**src/rtl/glitch_pkg.sv**
```systemverilog
// Shared types for the glitch sequencer: FSM state encoding, force_state
// constants and a phase-length helper.
package glitch_pkg;

  typedef enum logic [2:0] {
    IDLE      = 3'd0,
    WAIT_TRIG = 3'd1,
    DELAY     = 3'd2,
    PULSE     = 3'd3,
    GAP       = 3'd4,
    DONE      = 3'd5
  } state_e;

  localparam logic [1:0] FORCE_LOW  = 2'd0;
  localparam logic [1:0] FORCE_HIGH = 2'd1;
  localparam logic [1:0] AUTO       = 2'd2;

  // A phase of max(v,1) cycles is counted down from this value to zero.
  function automatic logic [31:0] phase_load(input logic [31:0] v);
    return (v == 32'd0) ? 32'd0 : v - 32'd1;
  endfunction

endpackage

```
**src/rtl/trigger_sync.sv**
```systemverilog
// Brings the asynchronous trigger pin into the clk domain, applies the
// optional inversion and emits a registered one-cycle qualified edge.
module trigger_sync (
  input  logic clk,
  input  logic rst,
  input  logic trigger_i,
  input  logic invert_i,
  output logic edge_o
);

  logic sync1_q;
  logic sync2_q;
  logic prev_q;
  logic edge_q;
  logic level;

  assign level  = sync2_q ^ invert_i;
  assign edge_o = edge_q;

  always_ff @(posedge clk or posedge rst) begin
    if (rst) begin
      sync1_q <= 1'b0;
      sync2_q <= 1'b0;
      prev_q  <= 1'b0;
      edge_q  <= 1'b0;
    end else begin
      sync1_q <= trigger_i;
      sync2_q <= sync1_q;
      prev_q  <= level;
      edge_q  <= level & ~prev_q;
    end
  end

endmodule

```
**src/rtl/glitch_sequencer.sv**
```systemverilog
// Trigger-qualified glitch pulse sequencer: delay, N pulses separated by gaps,
// an optional watchdog, sticky status flags and a registered output drive.
module glitch_sequencer
  import glitch_pkg::*;
(
  input  logic        clk,
  input  logic        rst,
  input  logic        trigger_in,
  input  logic        invert_trigger,
  input  logic        armed,
  input  logic        reset_glitcher,
  input  logic        vstart,
  input  logic [1:0]  force_state,
  input  logic [31:0] glitch_delay,
  input  logic [31:0] glitch_width,
  input  logic [31:0] glitch_count,
  input  logic [31:0] glitch_gap,
  input  logic [31:0] glitch_max,
  output logic        glitch_out,
  output logic        glitched,
  output logic        finished
);

  state_e      state_q,    state_d;
  logic [31:0] cnt_q,      cnt_d;
  logic [31:0] pulses_q,   pulses_d;
  logic [31:0] wd_q,       wd_d;
  logic [31:0] width_q,    width_d;
  logic [31:0] gap_q,      gap_d;
  logic [31:0] max_q,      max_d;
  logic        glitch_q,   glitch_d;
  logic        glitched_q, glitched_d;
  logic        finished_q, finished_d;
  logic        trig_edge;
  logic        wd_hit;

  trigger_sync u_trigger_sync (
    .clk      (clk),
    .rst      (rst),
    .trigger_i(trigger_in),
    .invert_i (invert_trigger),
    .edge_o   (trig_edge)
  );

  always_ff @(posedge clk or posedge rst) begin
    if (rst) begin
      state_q    <= IDLE;
      cnt_q      <= 32'd0;
      pulses_q   <= 32'd0;
      wd_q       <= 32'd0;
      width_q    <= 32'd0;
      gap_q      <= 32'd0;
      max_q      <= 32'd0;
      glitch_q   <= 1'b0;
      glitched_q <= 1'b0;
      finished_q <= 1'b0;
    end else begin
      state_q    <= state_d;
      cnt_q      <= cnt_d;
      pulses_q   <= pulses_d;
      wd_q       <= wd_d;
      width_q    <= width_d;
      gap_q      <= gap_d;
      max_q      <= max_d;
      glitch_q   <= glitch_d;
      glitched_q <= glitched_d;
      finished_q <= finished_d;
    end
  end

  always_comb begin
    state_d  = state_q;
    cnt_d    = cnt_q;
    pulses_d = pulses_q;
    wd_d     = wd_q;
    width_d  = width_q;
    gap_d    = gap_q;
    max_d    = max_q;
    wd_hit   = 1'b0;

    // wd_q holds the cycles elapsed since the trigger-edge cycle.
    if (state_q inside {DELAY, PULSE, GAP}) begin
      wd_d   = (wd_q == 32'hFFFF_FFFF) ? wd_q : wd_q + 32'd1;
      wd_hit = (max_q != 32'd0) && (({1'b0, wd_q} + 33'd1) >= {1'b0, max_q});
    end

    case (state_q)
      IDLE: begin
        if (armed) state_d = WAIT_TRIG;
      end
      WAIT_TRIG: begin
        if (!armed) begin
          state_d = IDLE;
        end else if (trig_edge) begin
          width_d  = glitch_width;
          gap_d    = glitch_gap;
          max_d    = glitch_max;
          pulses_d = phase_load(glitch_count);
          wd_d     = 32'd1;
          if (glitch_max == 32'd1) begin
            state_d = DONE;
          end else if (glitch_delay == 32'd0) begin
            state_d = PULSE;
            cnt_d   = phase_load(glitch_width);
          end else begin
            state_d = DELAY;
            cnt_d   = glitch_delay - 32'd1;
          end
        end
      end
      DELAY: begin
        if (cnt_q == 32'd0) begin
          state_d = PULSE;
          cnt_d   = phase_load(width_q);
        end else begin
          cnt_d = cnt_q - 32'd1;
        end
      end
      PULSE: begin
        if (cnt_q != 32'd0) begin
          cnt_d = cnt_q - 32'd1;
        end else if (pulses_q == 32'd0) begin
          state_d = DONE;
        end else begin
          state_d  = GAP;
          cnt_d    = phase_load(gap_q);
          pulses_d = pulses_q - 32'd1;
        end
      end
      GAP: begin
        if (cnt_q == 32'd0) begin
          state_d = PULSE;
          cnt_d   = phase_load(width_q);
        end else begin
          cnt_d = cnt_q - 32'd1;
        end
      end
      DONE: begin
        if (!armed) state_d = IDLE;
      end
      default: state_d = IDLE;
    endcase

    if (wd_hit) state_d = DONE;

    if (reset_glitcher) begin
      state_d  = IDLE;
      cnt_d    = 32'd0;
      pulses_d = 32'd0;
      wd_d     = 32'd0;
    end
  end

  // Outputs are derived from the next state so they line up with state_q.
  always_comb begin
    case (force_state)
      FORCE_LOW:  glitch_d = 1'b0;
      FORCE_HIGH: glitch_d = 1'b1;
      default:    glitch_d = (state_d == PULSE) ? ~vstart : vstart;
    endcase
    glitched_d = (glitched_q | (state_d == PULSE)) & ~reset_glitcher;
    finished_d = (finished_q | (state_d == DONE)) & ~reset_glitcher;
  end

  assign glitch_out = glitch_q;
  assign glitched   = glitched_q;
  assign finished   = finished_q;

endmodule

```
**config.mk**
```make
export PLATFORM = sky130hd
export DESIGN_NAME = glitch_sequencer
export DESIGN_NICKNAME = d
export VERILOG_FILES = /design/src/rtl/glitch_pkg.sv /design/src/rtl/trigger_sync.sv /design/src/rtl/glitch_sequencer.sv
export SDC_FILE = /design/constraint.sdc
export NUM_CORES = 1
export LEC_CHECK = 0
export CAP_MARGIN = 20
export CELL_PAD_IN_SITES_DETAIL_PLACEMENT = 0
export CELL_PAD_IN_SITES_GLOBAL_PLACEMENT = 1
export CORE_MARGIN = 4
export CORE_UTILIZATION = 40
export DETAILED_ROUTE_END_ITERATION = 8
export HOLD_SLACK_MARGIN = 0.03
export PLACE_DENSITY = 0.87
export REMOVE_ABC_BUFFERS = 1
export SLEW_MARGIN = 20
export SYNTH_ARGS = -nofsm -noshare
export SYNTH_HDL_FRONTEND = slang
export SYNTH_HIERARCHICAL = 1
export SYNTH_SLANG_ARGS = --single-unit
```
**constraint.sdc**
```tcl
create_clock -name clk -period 18.2 [get_ports clk]
set_input_delay 2.73 -clock clk [delete_from_list [all_inputs] [get_ports clk]]
set_output_delay 2.73 -clock clk [all_outputs]
set_load 0.03 [all_outputs]
```
# [Word level (Yosys, flattened, before mapping)]
# Index checks and enable logic that the tools add are counted.
[word_totals] register_bits=202 latch_bits=0 ramBits=0 rom_bits=0 input_bits=169 out_inout_bits=3 word_cells=108 mem_count=0
[op_classes] add_sub_neg=9 mul=0 n_div=0 magnitude_cmp=1 eq_ne=16 n_shift=0 mux=40 n_bitwise=9 n_reduce_logical=19
[op_table] operator="32-bit two-way mux" n=23
[op_table] operator="32-bit logical NOT" n=7
[op_table] operator="32-bit by 1-bit subtractor with 32-bit output, second input constant" n=7
[op_table] operator="32-bit case mux with 3 select lines" n=1
[op_table] operator="32-bit case mux with 2 select lines" n=1
[op_table] operator="32-bit nonzero test" n=2
[op_table] operator="32-bit by 1-bit adder with 33-bit output, second input constant" n=1
[op_table] operator="33-bit by 32-bit greater-or-equal comparator with 1-bit output" n=1
[op_table] operator="32-bit by 1-bit adder with 32-bit output, second input constant" n=1
[op_table] operator="32-bit by 1-bit == test with 1-bit output, second input constant" n=1
[op_table] operator="32-bit == test, second input constant" n=1
[op_table] operator="3-bit two-way mux" n=9
[op_table] operator="3-bit case mux with 5 select lines" n=1
[op_table] operator="3-bit != test, second input constant" n=4
[op_table] operator="5-bit AND reduction" n=2
[op_table] operator="3-bit by 2-bit == test with 1-bit output, second input constant" n=3
[op_table] operator="3-bit == test, second input constant" n=3
[op_table] operator="3-bit nonzero test" n=2
[op_table] operator="1-bit two-way mux" n=4
[op_table] operator="4-bit != test, second input constant" n=1
[op_table] operator="4-bit nonzero test" n=1
[op_table] operator="1-bit bitwise AND" n=3
[op_table] operator="3-bit by 1-bit == test with 1-bit output, second input constant" n=1
[op_table] operator="3-bit logical NOT" n=1
[op_table] operator="10 further kinds" n=13

# [Depth between registers and ports, before layout]
[logic_depth] word_depth=11 ltp_mapped=17 ltp_nobuf=16

# [Hierarchy]
# The synthesis kept the hierarchy.
[by_module_without_submodules] mod="glitch_sequencer" n_inst=1 cells_each=1853 area_each_um2=14579.0
[by_module_without_submodules] mod="trigger_sync" n_inst=1 cells_each=7 area_each_um2=121.4

# [Worst setup path after synthesis]
# OpenSTA, ideal clock, no wires.
[synth_timing] path_type="input to register" from="input port glitch_delay[18]" to="register cnt_q[13]" setup_time_ns=0.064 arrival_time_ns=5.310 path_slack_ns=12.826 path_stages=10 n_path_buf=2 path_cell_list="or4_1 -> or3_1 -> clkbuf_1 -> or4_1 -> clkbuf_1 -> nor2_2 -> a21oi_1 -> or4_1 -> a31oi_1 -> a21o_1"
[synth_between] elab_chain_len=7
[synth_lines] item="from (decl)" line="glitch_sequencer.sv:14" text="input logic [31:0] glitch_delay,"
[synth_lines] item="32-bit logical NOT" line="glitch_sequencer.sv:102" text="end else if (glitch_delay == 32'd0) begin"
[synth_lines] item="32-bit two-way mux" line="glitch_sequencer.sv:102"
[synth_lines] item="32-bit two-way mux" line="glitch_sequencer.sv:100" text="if (glitch_max == 32'd1) begin"
[synth_lines] item="32-bit two-way mux" line="glitch_sequencer.sv:94" text="end else if (trig_edge) begin"
[synth_lines] item="32-bit two-way mux" line="glitch_sequencer.sv:92" text="if (!armed) begin"
[synth_lines] item="32-bit case mux with 3 select lines" line="glitch_sequencer.sv:87" text="case (state_q)"
[synth_lines] item="32-bit two-way mux" line="glitch_sequencer.sv:146" text="if (reset_glitcher) begin"
[synth_lines] item="to (signal assigned)" line="glitch_sequencer.sv:59" text="cnt_q <= cnt_d;"
[synth_lines] item="to (decl)" line="glitch_sequencer.sv:25" text="logic [31:0] cnt_q, cnt_d;"
# Every way passes these cells. The select of a mux whose other input is x is not followed.
# A chain may end at the register's enable or synchronous reset.

# [Worst setup path after layout]
[layout_timing] from="input port glitch_delay[0]" to="register cnt_q[28]"
[layout_between] elab_chain_len=7 elab_cells_between_ends=8 classes_between="add/sub (1); mux (6); reduce/logical (1)"
[layout_lines] item="32-bit by 1-bit subtractor with 32-bit output or 32-bit logical NOT (tied branches)" line="glitch_sequencer.sv:107, glitch_sequencer.sv:102"
[layout_lines] item="32-bit two-way mux *" line="glitch_sequencer.sv:102"
[layout_lines] item="32-bit two-way mux *" line="glitch_sequencer.sv:100"
[layout_lines] item="32-bit two-way mux *" line="glitch_sequencer.sv:94"
[layout_lines] item="32-bit two-way mux *" line="glitch_sequencer.sv:92"
[layout_lines] item="32-bit case mux with 3 select lines *" line="glitch_sequencer.sv:87"
[layout_lines] item="32-bit two-way mux *" line="glitch_sequencer.sv:146"
# Mark *: on every way between the ends. The rest lies on a longest branch, timed or not. The select of a mux whose other input is x is not followed.

==> impl_metrics.tcl <==
set metrics [dict create \
    status "complete, no violations" \
    nNetsFinal 2201 \
    dr.pass1.iters 8 \
    die_area_sq_um 39880 \
    pwr_density_cell_nw_per_um2 88.10 \
    ant_nets 0 \
    worstPathMaxFanout 14 \
    rsz0062_at_grt "false" \
    h-tree-depth 1 \
    start_util_pct 40.93 \
    synth_cell_types 75 \
    critPathLaunch "glitch_delay[0]" \
    cp.required_ps 18650 \
    drive_above_1_share_pct 4.441 \
    fp.dieW_um 199.7 \
    r2r_slack_ps 13780 \
    diodes 0 \
    async_reset_ff_share_pct 100.0 \
    io_pins 172 \
    wl_per_cell_um 19.41 \
    root_buffer "clkbuf_16" \
    ys_warn_count 6 \
    fillCellCount 3425 \
    fin_util_pct 49.03 \
    skew_ps 11.56 \
    grt_pass1_vias 13760 \
    fin_ws_ps 11670 \
    maxSlewViolCount 0 \
    hpwl_um 35470 \
    cts.path.max_buffers 3 \
    fmax_mhz 153.1 \
    drt_iter0_markers 1244 \
    portBuffers 171 \
    seq_area_frac_synth_pct 34.39 \
    p_leak_nw 7.042 \
    gp_congestion 0.9572 \
    fin_crit_ps 6532 \
    cp-start-kind "primary input" \
    ctsResizeCount 0 \
    clock-sinks 202 \
    maxCapViolations 0 \
    p_total_mw 1.551 \
    syn_to_final_growth_pct 19.78 \
    hold_violations 0 \
    period_share_pct 35.89 \
    antenna_found_initial 0 \
    cts_tree "built" \
    highest_layer "met4" \
    drc 0 \
    numCtsBuffers 25 \
    coreArea_sq_um 35910 \
    synth_flop_cell "dfrtp_1" \
    dp_cells 2422 \
    postCtsSetupRepairBufs 0 \
    ff_latch_area_sq_um 5055 \
    cts_hold_buf 0 \
    min_path_type "reg -> reg" \
    pre_cts_ws_ps 11180 \
    drt-total-wl_um 47850 \
    dr_total_vias 14370 \
    grt_usage_pct 23.21 \
    syn_inst 1860 \
    rows 69 \
    clkLatencyLatePin_ps 520 \
    regToRegEndpoint "glitch_out" \
    reg2reg_depth 17 \
    synth_area_per_cell_sq_um 7.903 \
    multi_input_area_sq_um 9065 \
    worstMarginPinSlew_ps 1119 \
    finalSetupTns_ps 0 \
    wl_met3_um 3381 \
    end_kind "flop" \
    cp.arrival_ps 6980 \
    endpoint "cnt_q[28]" \
    wl_met2_um 21310 \
    fp.dieH_um 199.7 \
    grt_max_degree 127 \
    overflow 0 \
    setup_viol 0 \
    netlist_area_sq_um 14700 \
    grt_pass1_wl_um 75060 \
    fin_cells 2465 \
    criticalPathCategory "in -> reg" \
    via_per_inst 5.829 \
    slew_headroom_pct 25.17 \
    synth-edff-count 0 \
    path_clk_slew_ps 60 \
    synth-seq-cells 202 \
    wl_met1_um 22010 \
    ir_drop_mv 0.06330 \
    r2r-start "wd_q[0]" \
]
[per-layer routing]
| layer | GRT usage (%) | vias to the layer above |
|---|---|---|
| met5 | 0 | - |
| met4 | 5.635 | 0 |
| met3 | 3.001 | 81 |
| met2 | 36.40 | 546 |
| met1 | 34.22 | 6804 |
| li1 | - | 6938 |
[how the worst min path moves through the flow]
stage	from	to	slack, ps	depth (start not counted)
3_3_place_gp	u_trigger_sync/sync1_q	u_trigger_sync/sync2_q	330	0
4_1_cts	u_trigger_sync/sync1_q	u_trigger_sync/sync2_q	360	0
5_1_grt	u_trigger_sync/sync1_q	u_trigger_sync/sync2_q	360	0
6_report	u_trigger_sync/sync1_q	u_trigger_sync/sync2_q	350	0
2_1_floorplan	u_trigger_sync/sync1_q	u_trigger_sync/sync2_q	330	0
3_5_place_dp	u_trigger_sync/sync1_q	u_trigger_sync/sync2_q	340	0
[synth_stat cells (all sizes together), types with 10 or more instances]
cell type,count,area share (%)
nand2,319,8.1
dfrtp,202,34
nor2,159,4.1
o21ai,140,4.8
xnor2,104,6.2
xor2,90,5.4
a21oi,89,3.0
nor3,83,2.9
nor4,67,3.0
inv,66,1.7
clkbuf,60,1.5
or3,48,2.0
ha,44,3.7
nand3,40,1.4
or4,30,1.6
nand4,29,1.2
buf,25,0.89
o22ai,22,0.94
o31ai,20,1.0
o221ai,18,1.1
a221oi,17,1.0
nand2b,16,0.68
a22oi,15,0.77
a31oi,15,0.64
a211oi,13,0.66
or2,13,0.55
a21o,10,0.51
[cell type report]
class | instances | area share, %
flip-flops and latches | 202 | 28.71
well taps | 461 | 3.276
multi-input cells | 1507 | 51.48
inverters | 66 | 1.450
repair buffers | 186 | 10.36
clock buffers | 38 | 4.285
clock inverters | 5 | 0.4406
[cells in the final DEF (no fill, tap or decap), types with 8 or more instances in the layout]
cell / count
clkdlybuf4s50_1: 171
nand2b_1: 16
nor2_1: 156
nand4_1: 29
a211oi_1: 13
or3_1: 48
nor3b_1: 9
or4_1: 27
or2_2: 12
o21ai_1: 10
o22ai_1: 22
ha_1: 44
nand3_1: 40
dfrtp_1: 202
nor4_1: 64
clkbuf_8: 8
xnor2_1: 104
a31oi_1: 15
a22oi_1: 15
nor3_1: 82
buf_4: 15
inv_1: 65
a21o_1: 10
o21ai_0: 130
a221oi_1: 17
xor2_1: 90
o221ai_1: 18
clkbuf_16: 25
o31ai_1: 20
nand2_1: 318
a21oi_1: 88
[stage by stage]
stage          instance area [sq um]  hold WS (ps)
2_1_floorplan                  14350         331.2
3_3_place_gp                   16770         334.8
3_5_place_dp                   16770         342.4
4_1_cts                        17610         355.2
5_1_grt                        17610         358.6
6_report                       17610         350.3
[state kept, by name, summed over array words and instances (netlist names)]
register	count
cnt_q	32
gap_q	32
max_q	32
pulses_q	32
wd_q	32
width_q	32
state_q	3
finished	1
glitch_out	1
glitched	1
u_trigger_sync/edge_o	1
u_trigger_sync/prev_q	1
u_trigger_sync/sync1_q	1
u_trigger_sync/sync2_q	1
[critical path, cell delays in order]
cell	delay, ps
clkdlybuf4s50_1	490
inv_1	90
ha_1	180
nor3b_1	510
nand3_1	520
or4_1	920
nor2_2	630
a211oi_1	170
a2111oi_1	500
a21oi_1	120
nor2_1	110
[kinds of logic after synthesis]
group                      after synthesis  synth area share (%)
muxes                                    7                0.5022
AOI/OAI and AO/OA                      412                 17.58
xor gates and xnor gates               194                 11.56
buffers and inverters                  151                 4.102
adders and majority gates               44                 3.745
and+or+nand+nor                        850                 28.12
DFF                                    202                 34.39
[power breakdown]
part | internal [mW] | switching (mW)
registers | 0.540 | 0.0982
clock network | 0.311 | 0.194
logic | 0.176 | 0.231
No activity file was read; power rests on OpenSTA's default activity.
